## config.mk

```make
export PLATFORM = sky130hd
export DESIGN_NAME = clk_step_ctrl_flat
export DESIGN_NICKNAME = d
export VERILOG_FILES = /design/src/rtl/clk_ctrl_pkg.sv /design/src/rtl/clk_step_ctrl_if.sv /design/src/rtl/key_debounce.sv /design/src/rtl/clk_step_ctrl.sv /design/src/flat_wrapper.sv
export SDC_FILE = /design/constraint.sdc
export NUM_CORES = 1
export LEC_CHECK = 0
export BUFFER_PORTS_ARGS = -buffer_cell sky130_fd_sc_hd__buf_2
export CORE_MARGIN = 2
export CORE_UTILIZATION = 45
export CTS_CLUSTER_DIAMETER = 40
export CTS_CLUSTER_SIZE = 25
export DETAILED_ROUTE_END_ITERATION = 8
export GPL_TIMING_DRIVEN = 0
export SETUP_SLACK_MARGIN = 0.15
export SLEW_MARGIN = 20
export SYNTH_ARGS = -nofsm -noshare
export SYNTH_HDL_FRONTEND = slang
export SYNTH_SLANG_ARGS = --single-unit
```

## constraint.sdc

```tcl
create_clock -name iCLK_50 -period 5.6 [get_ports iCLK_50]
set_clock_uncertainty 0.2 [all_clocks]
set_input_delay 0.28 -clock iCLK_50 [delete_from_list [all_inputs] [get_ports iCLK_50]]
set_output_delay 0.28 -clock iCLK_50 [all_outputs]
set_load 0.02 [all_outputs]
```

## src/rtl/clk_ctrl_pkg.sv

```systemverilog
// -----------------------------------------------------------------------------
// clk_ctrl_pkg
// Shared definitions for the clock-step controller. It holds the run-mode
// encoding, which is also the value driven on oMode, and the pushbutton index
// assignments.
// -----------------------------------------------------------------------------
package clk_ctrl_pkg;

    typedef enum logic [1:0] {
        MODE_MANUAL    = 2'd0,
        MODE_AUTO_SLOW = 2'd1,
        MODE_AUTO_FAST = 2'd2,
        MODE_BURST     = 2'd3
    } mode_e;

    localparam int NUM_KEYS  = 4;
    localparam int KEY_STEP  = 3;
    localparam int KEY_AUTO  = 2;
    localparam int KEY_FAST  = 1;
    localparam int KEY_BURST = 0;

endpackage

```

## src/rtl/clk_step_ctrl_if.sv

```systemverilog
// -----------------------------------------------------------------------------
// clk_step_ctrl_if
// Groups the board-side and core-side signals of the clock-step controller.
//   iKEY[3:0]      raw active-low pushbuttons
//   iDiv           clock divisor (0 behaves as 1)
//   iBurstLen      enables per burst (0 = burst ignored)
//   iHalt          synchronous halt request from the core
//   oCPU_EN        single-cycle core clock-enable
//   oMode          current run mode (clk_ctrl_pkg::mode_e encoding)
//   oBusy          burst in progress
//   oStepCount     enables issued since reset (wraps)
// Modports: master = stimulus/board side, slave = controller.
// -----------------------------------------------------------------------------
interface clk_step_ctrl_if #(
    parameter int DIV_W   = 8,
    parameter int BURST_W = 16
);
    logic [3:0]         iKEY;
    logic [DIV_W-1:0]   iDiv;
    logic [BURST_W-1:0] iBurstLen;
    logic               iHalt;
    logic               oCPU_EN;
    logic [1:0]         oMode;
    logic               oBusy;
    logic [31:0]        oStepCount;

    modport master (
        output iKEY, iDiv, iBurstLen, iHalt,
        input  oCPU_EN, oMode, oBusy, oStepCount
    );

    modport slave (
        input  iKEY, iDiv, iBurstLen, iHalt,
        output oCPU_EN, oMode, oBusy, oStepCount
    );
endinterface

```

## src/rtl/key_debounce.sv

```systemverilog
// -----------------------------------------------------------------------------
// key_debounce
// Debounces one raw active-low pushbutton. It uses a 2-flop synchroniser and
// then a stability counter. The accepted level changes only after
// DEBOUNCE_CYCLES consecutive synchronised samples that differ from it.
// A press is reported one cycle after the accepted level falls.
//   clk_i    system clock
//   rst_ni   asynchronous active-low reset
//   key_n_i  raw key, 0 = pressed
//   level_o  debounced level (1 = released after reset)
//   press_o  one-cycle pulse per accepted 1->0 transition
// -----------------------------------------------------------------------------
module key_debounce #(
    parameter int DEBOUNCE_CYCLES = 250000
) (
    input  logic clk_i,
    input  logic rst_ni,
    input  logic key_n_i,
    output logic level_o,
    output logic press_o
);
    localparam int CW = $clog2(DEBOUNCE_CYCLES + 1);

    logic          sync1_q, sync2_q;
    logic          level_q, level_d;
    logic          level_prev_q;
    logic          press_q;
    logic [CW-1:0] cnt_q, cnt_d;

    // The counter runs only while the sampled key disagrees with the accepted
    // level. Any sample that agrees restarts the count, so a bounce never
    // accumulates.
    always_comb begin
        level_d = level_q;
        cnt_d   = '0;
        if (sync2_q != level_q) begin
            if (cnt_q == CW'(DEBOUNCE_CYCLES - 1)) begin
                level_d = sync2_q;
            end else begin
                cnt_d = cnt_q + 1'b1;
            end
        end
    end

    always_ff @(posedge clk_i or negedge rst_ni) begin
        if (!rst_ni) begin
            sync1_q      <= 1'b1;
            sync2_q      <= 1'b1;
            level_q      <= 1'b1;
            level_prev_q <= 1'b1;
            press_q      <= 1'b0;
            cnt_q        <= '0;
        end else begin
            sync1_q      <= key_n_i;
            sync2_q      <= sync1_q;
            level_q      <= level_d;
            cnt_q        <= cnt_d;
            level_prev_q <= level_q;
            press_q      <= level_prev_q & ~level_q;
        end
    end

    assign level_o = level_q;
    assign press_o = press_q;
endmodule

```

## src/rtl/clk_step_ctrl.sv

```systemverilog
// -----------------------------------------------------------------------------
// clk_step_ctrl
// Clock-mode controller for the processor core. It debounces the four board
// keys and sequences the MANUAL, AUTO_SLOW, AUTO_FAST and (optional) BURST run
// modes. It issues a single-cycle core clock-enable in the iCLK_50 domain.
//   iCLK_50   system clock (only clock)
//   iRST_n    asynchronous active-low reset
//   bus       clk_step_ctrl_if.slave: iKEY, iDiv, iBurstLen, iHalt in;
//             oCPU_EN, oMode, oBusy, oStepCount out (all registered)
// Build option: define CLKCTRL_BURST_EN to include BURST mode (KEY0,
// iBurstLen, oBusy). Without it KEY0 and iBurstLen are ignored and oBusy is 0.
// -----------------------------------------------------------------------------
module clk_step_ctrl
    import clk_ctrl_pkg::*;
#(
    parameter int DEBOUNCE_CYCLES = 250000,
    parameter int DIV_W           = 8,
    parameter int SLOW_SHIFT      = 18,
    parameter int BURST_W         = 16
) (
    input  logic           iCLK_50,
    input  logic           iRST_n,
    clk_step_ctrl_if.slave bus
);
    localparam int CW = DIV_W + SLOW_SHIFT;

    logic [NUM_KEYS-1:0] key_press;
    logic [NUM_KEYS-1:0] unused_level;

    for (genvar k = 0; k < NUM_KEYS; k++) begin : g_key
        key_debounce #(
            .DEBOUNCE_CYCLES (DEBOUNCE_CYCLES)
        ) u_debounce (
            .clk_i   (iCLK_50),
            .rst_ni  (iRST_n),
            .key_n_i (bus.iKEY[k]),
            .level_o (unused_level[k]),
            .press_o (key_press[k])
        );
    end

    mode_e            mode_q, mode_d;
    logic             fast_q, fast_d;
    logic             en_q, en_d;
    logic [CW-1:0]    cnt_q, cnt_d;
    logic [31:0]      step_cnt_q, step_cnt_d;
    logic [DIV_W-1:0] div_eff;
    logic [CW-1:0]    period;
    logic             tick;

`ifdef CLKCTRL_BURST_EN
    logic               busy_q, busy_d;
    logic [BURST_W-1:0] rem_q, rem_d;
`else
    logic unused_burst;
    assign unused_burst = ^{bus.iBurstLen, key_press[KEY_BURST]};
`endif

    assign div_eff = (bus.iDiv == '0) ? DIV_W'(1) : bus.iDiv;
    assign period  = (mode_q == MODE_AUTO_SLOW) ? (CW'(div_eff) << SLOW_SHIFT)
                                                : CW'(div_eff);
    // >= rather than == so that lowering iDiv mid-count wraps at once
    // instead of running the counter past the new period.
    assign tick    = (cnt_q >= (period - CW'(1)));

    always_comb begin
        mode_d = mode_q;
        fast_d = fast_q;
        en_d   = 1'b0;
        cnt_d  = '0;
`ifdef CLKCTRL_BURST_EN
        busy_d = busy_q;
        rem_d  = rem_q;
`endif
        if (mode_q != MODE_MANUAL) begin
            if (tick) begin
                en_d = 1'b1;
            end else begin
                cnt_d = cnt_q + 1'b1;
            end
        end

        if (bus.iHalt) begin
            mode_d = MODE_MANUAL;
            en_d   = 1'b0;
`ifdef CLKCTRL_BURST_EN
            busy_d = 1'b0;
`endif
        end else begin
            case (mode_q)
                MODE_MANUAL: begin
                    // Key priority: AUTO > BURST > FAST > STEP.
                    if (key_press[KEY_AUTO]) begin
                        mode_d = fast_q ? MODE_AUTO_FAST : MODE_AUTO_SLOW;
`ifdef CLKCTRL_BURST_EN
                    end else if (key_press[KEY_BURST] && (bus.iBurstLen != '0)) begin
                        mode_d = MODE_BURST;
                        rem_d  = bus.iBurstLen;
                        busy_d = 1'b1;
`endif
                    end else if (key_press[KEY_FAST]) begin
                        fast_d = ~fast_q;
                    end else if (key_press[KEY_STEP]) begin
                        en_d = 1'b1;
                    end
                end
                MODE_AUTO_SLOW, MODE_AUTO_FAST: begin
                    if (key_press[KEY_AUTO]) begin
                        mode_d = MODE_MANUAL;
                        en_d   = 1'b0;
                    end else if (key_press[KEY_FAST]) begin
                        fast_d = ~fast_q;
                        mode_d = fast_q ? MODE_AUTO_SLOW : MODE_AUTO_FAST;
                        en_d   = 1'b0;
                    end
                end
`ifdef CLKCTRL_BURST_EN
                MODE_BURST: begin
                    if (key_press[KEY_AUTO]) begin
                        mode_d = MODE_MANUAL;
                        en_d   = 1'b0;
                        busy_d = 1'b0;
                    end else if (tick) begin
                        rem_d = rem_q - 1'b1;
                        // The final enable and the return to MANUAL are
                        // registered on the same edge.
                        if (rem_q == BURST_W'(1)) begin
                            mode_d = MODE_MANUAL;
                            busy_d = 1'b0;
                        end
                    end
                end
`endif
                default: mode_d = MODE_MANUAL;
            endcase
        end

        // Every mode change restarts the period from zero.
        if (mode_d != mode_q) begin
            cnt_d = '0;
        end
    end

    assign step_cnt_d = step_cnt_q + 32'(en_d);

    always_ff @(posedge iCLK_50 or negedge iRST_n) begin
        if (!iRST_n) begin
            mode_q     <= MODE_MANUAL;
            fast_q     <= 1'b0;
            en_q       <= 1'b0;
            cnt_q      <= '0;
            step_cnt_q <= '0;
`ifdef CLKCTRL_BURST_EN
            busy_q     <= 1'b0;
            rem_q      <= '0;
`endif
        end else begin
            mode_q     <= mode_d;
            fast_q     <= fast_d;
            en_q       <= en_d;
            cnt_q      <= cnt_d;
            step_cnt_q <= step_cnt_d;
`ifdef CLKCTRL_BURST_EN
            busy_q     <= busy_d;
            rem_q      <= rem_d;
`endif
        end
    end

    assign bus.oCPU_EN    = en_q;
    assign bus.oMode      = mode_q;
    assign bus.oStepCount = step_cnt_q;
`ifdef CLKCTRL_BURST_EN
    assign bus.oBusy      = busy_q;
`else
    assign bus.oBusy      = 1'b0;
`endif
endmodule

```

## src/flat_wrapper.sv

```systemverilog
// flat-port wrapper written by rule: the top's interface ports become plain ports
module clk_step_ctrl_flat import clk_ctrl_pkg::*;
#(
    parameter int DEBOUNCE_CYCLES = 250000,
    parameter int DIV_W           = 8,
    parameter int SLOW_SHIFT      = 18,
    parameter int BURST_W         = 16
)
  (iCLK_50, iRST_n, bus_iKEY, bus_iDiv, bus_iBurstLen, bus_iHalt, bus_oCPU_EN, bus_oMode, bus_oBusy, bus_oStepCount);
  clk_step_ctrl_if #(.DIV_W(DIV_W), .BURST_W(BURST_W)) bus_i ();
  input  logic iCLK_50;
  input  logic iRST_n;
  input wire logic [$bits(bus_i.iKEY)-1:0] bus_iKEY;
  input wire logic [$bits(bus_i.iDiv)-1:0] bus_iDiv;
  input wire logic [$bits(bus_i.iBurstLen)-1:0] bus_iBurstLen;
  input wire logic [$bits(bus_i.iHalt)-1:0] bus_iHalt;
  output wire logic [$bits(bus_i.oCPU_EN)-1:0] bus_oCPU_EN;
  output wire logic [$bits(bus_i.oMode)-1:0] bus_oMode;
  output wire logic [$bits(bus_i.oBusy)-1:0] bus_oBusy;
  output wire logic [$bits(bus_i.oStepCount)-1:0] bus_oStepCount;
  assign bus_i.iKEY = bus_iKEY;
  assign bus_i.iDiv = bus_iDiv;
  assign bus_i.iBurstLen = bus_iBurstLen;
  assign bus_i.iHalt = bus_iHalt;
  assign bus_oCPU_EN = bus_i.oCPU_EN;
  assign bus_oMode = bus_i.oMode;
  assign bus_oBusy = bus_i.oBusy;
  assign bus_oStepCount = bus_i.oStepCount;
  clk_step_ctrl #(.DEBOUNCE_CYCLES(DEBOUNCE_CYCLES), .DIV_W(DIV_W), .SLOW_SHIFT(SLOW_SHIFT), .BURST_W(BURST_W)) u_core (.iCLK_50(iCLK_50), .iRST_n(iRST_n), .bus(bus_i));
endmodule
```

### Word-level counts from Yosys, hierarchy flattened

Cells that the tools add are included.

* $add $sub $neg: 6
* $lt $le $gt $ge: 1
* equality and inequality tests: 9
* muxes and demuxes: 27
* bitwise logic cells: 9
* reductions and logical operators: 9

Operators by type and width (number)
* 18-bit two-way mux: 6
* 26-bit two-way mux: 4
* 18-bit by 1-bit adder with 18-bit output, second input constant: 3
* 18-bit equality test, second input constant: 3
* 32-bit by 1-bit adder with 32-bit output: 1
* 26-bit by 1-bit adder with 26-bit output, second input constant: 1
* 26-bit greater-or-equal comparator: 1
* 26-bit by 1-bit subtractor with 26-bit output, second input constant: 1
* 2-bit two-way mux: 6
* 8-bit zero test: 1
* 1-bit two-way mux: 8
* 8-bit two-way mux: 1
* 1-bit NOT: 6
* 2-bit AND reduction: 3
* 2-bit one-hot mux with 2 select lines: 1
* 4-bit AND reduction: 1
* 1-bit AND: 3
* 1-bit inequality test: 3
* 3-bit OR reduction: 1
* 2-bit by 1-bit equality test with 1-bit output, second input constant: 1
* 2-bit equality test, second input constant: 1
* 2-bit zero test: 1
* 2-bit inequality test: 1
* 1-bit one-hot mux with 2 select lines: 1
* 2 further kinds: 2

* register bits after elaboration: 131
* bits of input ports: 31
* output and inout port bits: 36
* word-level logic and storage cells: 84

### Depth between registers and ports, before layout

* depth after elaboration: 13
* mapped depth: 26
* depth with buffers taken out: 24

### By module

A second synthesis with hierarchy kept.

* cells, all modules: 708
* area, all modules: 7258.2 µm²

Modules (own cells, without submodules)
* clk_step_ctrl: instances 1, cells an instance 405, area each 3985.1 µm², seq. area each 1551.5 µm²
* key_debounce: instances 3, cells an instance 101, area each 1091.0 µm², seq. area each 580.6 µm²

### Least setup slack after synthesis

Ideal clock, no wire load.

* path kind: input to register
* from: input bus_iDiv[4]
* to: register u_core.step_cnt_q[26] (netlist: u_core.bus.oStepCount[26])
* library setup time: 80 ps
* arrival time: 5111 ps
* required time: 5320 ps
* path slack: 209 ps
* stages: 26
* buffers on the path: 3
* cells stage by stage: clkbuf_1 > nor2_1 > nand2_1 > nor3_1 > a21oi_1 > or2_1 > ha_1 > clkbuf_1 > clkbuf_1 > a31oi_1 > a21oi_1 > ha_1 > nand4_1 > or4_1 > nor2_1 > a2bb2oi_1 > nor2b_1 > o32ai_1 > ha_1 > ha_1 > nand4_1 > nor3_4 > nand2_1 > or3_4 > nor2_2 > xor2_1

* longest elaborated chain between the ends: 13
* elaborated cells between the ends (all ways): 15
* classes of those cells: add/sub: 2; order compare: 1; mux: 11; reduce/logical: 1

Ends and longest elaborated chain
* from (decl): line flat_wrapper.sv:14 `input wire logic [$bits(bus_i.iDiv)-1:0] bus_iDiv;`
* 8-bit zero test: line clk_step_ctrl.sv:59 `assign div_eff = (bus.iDiv == '0) ? DIV_W'(1) : bus.iDiv;`
* 8-bit two-way mux *: line clk_step_ctrl.sv:59
* 26-bit two-way mux *: line clk_step_ctrl.sv:60 `assign period = (mode_q == MODE_AUTO_SLOW) ? (CW'(div_eff) << SLOW_SHIFT)`
* 26-bit by 1-bit subtractor with 26-bit output *: line clk_step_ctrl.sv:64 `assign tick = (cnt_q >= (period - CW'(1)));`
* 26-bit greater-or-equal comparator *: line clk_step_ctrl.sv:64
* 1-bit two-way mux *: line clk_step_ctrl.sv:76 `if (tick) begin`
* 1-bit two-way mux *: line clk_step_ctrl.sv:75 `if (mode_q != MODE_MANUAL) begin`
* 1-bit two-way mux: line clk_step_ctrl.sv:103 `end else if (key_press[KEY_STEP]) begin`
* 1-bit two-way mux: line clk_step_ctrl.sv:101 `end else if (key_press[KEY_FAST]) begin`
* 1-bit two-way mux: line clk_step_ctrl.sv:93 `if (key_press[KEY_AUTO]) begin`
* 1-bit one-hot mux with 2 select lines *: line clk_step_ctrl.sv:90 `case (mode_q)`
* 1-bit two-way mux *: line clk_step_ctrl.sv:83 `if (bus.iHalt) begin`
* via u_core.en_d: line clk_step_ctrl.sv:44 `logic en_q, en_d;`
* 32-bit by 1-bit adder with 32-bit output *: line clk_step_ctrl.sv:144 `assign step_cnt_d = step_cnt_q + 32'(en_d);`
* via u_core.step_cnt_d[26]: line clk_step_ctrl.sv:46 `logic [31:0] step_cnt_q, step_cnt_d;`
* to (signal assigned): line clk_step_ctrl.sv:162 `step_cnt_q <= step_cnt_d;`
* to (decl): line clk_step_ctrl.sv:46

Mark *: on every way through the listed nets, which the timed path passes. The rest lies on a longest branch.
A chain may end at the register's enable or synchronous reset.

### Worst setup path in the final report

* from: register u_core.mode_q[0] (netlist: u_core.bus.oMode[0])
* to: register u_core.step_cnt_q[28] (netlist: u_core.bus.oStepCount[28])

* longest elaborated chain between the ends: 12
* elaborated cells between the ends (all ways): 18
* classes of those cells: add/sub: 2; order compare: 1; eq/ne: 2; mux: 10; reduce/logical: 3

Ends and longest elaborated chain
* from (decl): line clk_step_ctrl.sv:42 `mode_e mode_q, mode_d;`
* from (signal assigned): line clk_step_ctrl.sv:158 `mode_q <= mode_d;`
* 2-bit by 1-bit equality test with 1-bit output: line clk_step_ctrl.sv:60, clk_step_ctrl.sv:90
* 26-bit two-way mux: line clk_step_ctrl.sv:60
* 26-bit by 1-bit subtractor with 26-bit output: line clk_step_ctrl.sv:64
* 26-bit greater-or-equal comparator: line clk_step_ctrl.sv:64
* 1-bit two-way mux: line clk_step_ctrl.sv:76
* 1-bit two-way mux: line clk_step_ctrl.sv:75
* 1-bit two-way mux: line clk_step_ctrl.sv:103
* 1-bit two-way mux: line clk_step_ctrl.sv:101
* 1-bit two-way mux: line clk_step_ctrl.sv:93
* 1-bit one-hot mux with 2 select lines *: line clk_step_ctrl.sv:90
* 1-bit two-way mux *: line clk_step_ctrl.sv:83
* via u_core.en_d: line clk_step_ctrl.sv:44
* 32-bit by 1-bit adder with 32-bit output *: line clk_step_ctrl.sv:144
* via u_core.step_cnt_d[28]: line clk_step_ctrl.sv:46

Marks and branches as above.

==> reports/metrics.cfg <==
[power_and_ir_drop]
ir_worst_vdd_mv = 0.200
p_clk_share_pct = 52.0
pwr-share-comb_pct = 3.6
power.internal_mw = 1.69
p_switching_mw = 0.484
power_leakage_nw = 3.76
p_seq_share_pct = 44.3
swShare_pct = 22.3
powerDensity_mw_per_mm2 = 262

[floorplanning]
fp.dieW_um = 128
die-height_um = 128
rows = 45
io-pin-count = 67
fp.coreArea_mm2 = 0.0151
die-area_mm2 = 0.0163
start_util_pct = 45.7

[logic_synthesis]
synth_top_cell_by_area = dfrtp_1
synthMostInstantiatedCell = dfrtp_1
synth_common_cells = dfrtp_1 (119), nor2_1 (117), xnor2_1 (63), nand2_1 (61), xor2_1 (48)
synth.net_count = 769
netlist_area_mm2 = 0.00690
yosysWarnings = 0
synth_edf_count = 0
yosysSeqAreaShare_pct = 47.7
synthCells = 701
synth.ff_latch_count = 131
synthArstFlopShare_pct = 100
yosysTopAreaCellShare_pct = 43.2
ys_types = 52
synth_top_flop_cell = dfrtp_1
synth.area.top_cells = dfrtp_1 (43%), xnor2_1 (8.0%), ha_1 (6.7%), nor2_1 (6.4%), xor2_1 (6.1%)
syn_area_per_cell_um2 = 9.84

[clocking]
numCtsBuffers = 17
htreeDepth = 4
clock_path_buffers = 2
clock_latency_ns = 0.42
cts_tree = yes
cts.clk_slew.worst_paths_ns = 0.06
cts_root_buf = clkbuf_16
clock_sinks = 131

[critical_path]
crit_arrival_ns = 5.34
r2r-end = u_core.bus.oStepCount[28]
cp_num_buf_inv = 4
crit_type = register to register
crit_required_ns = 5.74
crit_path_cell_trace = ha_4, buf_6, or2_4, ha_1, buf_6, buf_8, a31oi_4, a21oi_1, ha_1, nand4_1, or4_4, a21oi_2, nand3b_1, nor2b_2, o32ai_2, ha_2, buf_4, ha_4, nand4_1, nor3_4, nand2_1, or3_4, nor2_4, xor2_1
ff2ff_setup_slack_ns = 0.40
crit_fanout = 10
cp_slowest_stage_delay_ns = 0.60
start_kind = register
timing.rr.start = u_core.bus.oMode[0]
slowest_stage = or4_4
worstRegToRegCells = 24
endpoint_kind = register
critPathTopFamily = simple AND/OR/NAND/NOR gates
worstSetupStartpoint = u_core.bus.oMode[0]

[drt]
vias = 5115
wl_per_cell_um = 14.0
drtPass1Iterations = 5
viasPerCell = 5.17
drc = 0
postRouteAntennaNets = 0
finalWirelength_um = 13900
drt_iter0_drc = 279

[finish]
drive_above_1_share_pct = 19.4
n_fill_cell = 1337
antenna_cells = 0
final_cell_area_mm2 = 0.00831
final_nets = 856
fin_util_pct = 55.1
syn_to_final_growth_pct = 20.4

[global_route]
antenna_found_initial = 0
grt_use_total_pct = 17.8
grt_max_degree = 94
grt_pass1_vias = 5082
grt_pass1_wl_um = 23400
gr-total-overflow = 0

[sta]
final_hold_viol_count = 0
maxClockFrequency_mhz = 192
tightest_slew_ns = 0.552
maxSlewViolCount = 0
period_needed_ns = 5.20
rsz0062_at_grt = false
slew_headroom_pct = 63.2
setup_viol = 0
fin_crit_sh_pct = 92.9
setup_tns_ns = 0

[status]
status = finished clean

[placement]
place_area_mm2 = 0.00741
gp_congestion = 0.881
hpwl_um = 9690
port_buffers = 47

[worst_hold_path]
min_path_type = input pin to async pin

[run]
drv_cap = 0

-- worst reg2reg max path: stages, from the launching register on --
cell and delay (ns):
dfrtp_2 0.44, ha_4 0.20, buf_6 0.14, or2_4 0.23, ha_1 0.19, buf_6 0.14
buf_8 0.14, a31oi_4 0.14, a21oi_1 0.06, ha_1 0.31, nand4_1 0.17, or4_4 0.60
a21oi_2 0.13, nand3b_1 0.19, nor2b_2 0.08, o32ai_2 0.15, ha_2 0.24, buf_4 0.11
ha_4 0.13, nand4_1 0.16, nor3_4 0.19, nand2_1 0.08, or3_4 0.44, nor2_4 0.12
xor2_1 0.15
-- power groups by stage --
| stage | registers (mW) | clock network (mW) | logic [mW] |
|---|---|---|---|
| finish | 0.964 | 1.13 | 0.0790 |
| global placement | 0.980 | 0 | 0.0680 |
| CTS | 0.963 | 1.16 | 0.0770 |
| global route | 0.964 | 1.20 | 0.0920 |
| detailed placement | 0.980 | 0 | 0.0731 |
| floorplan | 0.980 | 0 | 0.0335 |
-- worst max path at each step --
stage | cells past startpoint | to | slack [ns]
3_5_place_dp | 26 | u_core.bus.oStepCount[26] | -0.95
5_1_grt | 27 | u_core.bus.oStepCount[28] | 0.08
6_report | 24 | u_core.bus.oStepCount[28] | 0.40
3_3_place_gp | 26 | u_core.bus.oStepCount[30] | -0.84
4_1_cts | 23 | u_core.bus.oStepCount[26] | 0.15
2_1_floorplan | 26 | u_core.bus.oStepCount[26] | 0.21
-- registers in the layout, summed over array words and instances (netlist names) --
register	flops
u_core.fast_q	1
u_core.g_key.u_debounce.level_prev_q	3
u_core.g_key.u_debounce.sync2_q	3
u_core.g_key.u_debounce.level_o	3
u_core.g_key.u_debounce.sync1_q	3
u_core.cnt_q	26
u_core.g_key.u_debounce.cnt_q	54
u_core.bus.oStepCount	32
u_core.bus.oCPU_EN	1
u_core.g_key.u_debounce.press_o	3
u_core.bus.oMode	2
-- layout by cell type, fill, tap and decap left out, drive strengths merged, types with 3 or more instances in the layout --
master       instances
clkbuf              22
and3                11
or3                  3
o21a                 3
mux2                 3
nand3b               4
o21ai               11
xnor2               63
clkinv               4
dfstp               12
dfrtp              119
nor3                15
nor2               124
xor2                48
a22oi                3
dlygate4sd3          5
nand3               47
ha                  37
bufinv               3
and4                 8
nor2b                8
or2                  4
a21o                 3
buf                 71
a21oi               19
nor4                11
inv                 28
clkinvlp             4
nand2               63
nand4               23
-- routing by layer --
metal	wire length, um	up-vias	part of all wire [%]	GRT usage [%]
li1	-	2555	-	-
met1	6700	2474	48	23.7
met3	436	19	3.1	4.34
met2	6500	67	47	27.9
met5	0	-	0	0
met4	218	0	1.6	7.50
-- through the flow --
stage / power [mW] / instances / hold slack, ns / setup WS (ns)
floorplan: 1.01 / 701 / -0.216 / 0.209
global placement: 1.05 / 936 / 0.146 / -0.838
detailed placement: 1.05 / 937 / -0.00946 / -0.947
CTS: 2.20 / 978 / 0.136 / 0.151
global route: 2.25 / 989 / 0.149 / 0.0830
finish: 2.17 / 989 / 0.142 / 0.398
-- timing repair --
action                                  in CTS  in global routing
endpoints found under the setup margin      25                 18
resized for setup                            9                 31
setup buffers                                4                 11
gates cloned                                 0                  0
pin swaps                                    2                 14
hold endpoints to repair                   124                  0
hold buffers                                 5                  0
-- cell families (layout without fill, tap and decap cells) --
family                   after synthesis  count (layout)  share of synthesized area, %
AND/OR/NAND/NOR                      330             330                          24.1
XOR/XNOR                             111             111                          14.1
AO/OA/AOI/OAI                         50              50                          4.41
multiplexers                           4               4                         0.635
flip-flops                           131             131                          47.7
other                                  1               1                        0.0544
buffers and inverters                 37             137                          2.21
adder cells (fa/ha/maj)               37              37                          6.71
-- cell type report --
cell class | instances | area, um^2 | area share [%]
flip-flops and latches | 131 | 3290 | 39.7
repair buffers | 68 | 435 | 5.24
clock buffers | 17 | 425 | 5.12
plain buffers | 13 | 88.8 | 1.07
inverters | 24 | 90.1 | 1.08
well taps | 188 | 235 | 2.83
clock inverters | 15 | 181 | 2.18
multi-input cells | 533 | 3560 | 42.8
(Power assumes the default switching activity.)
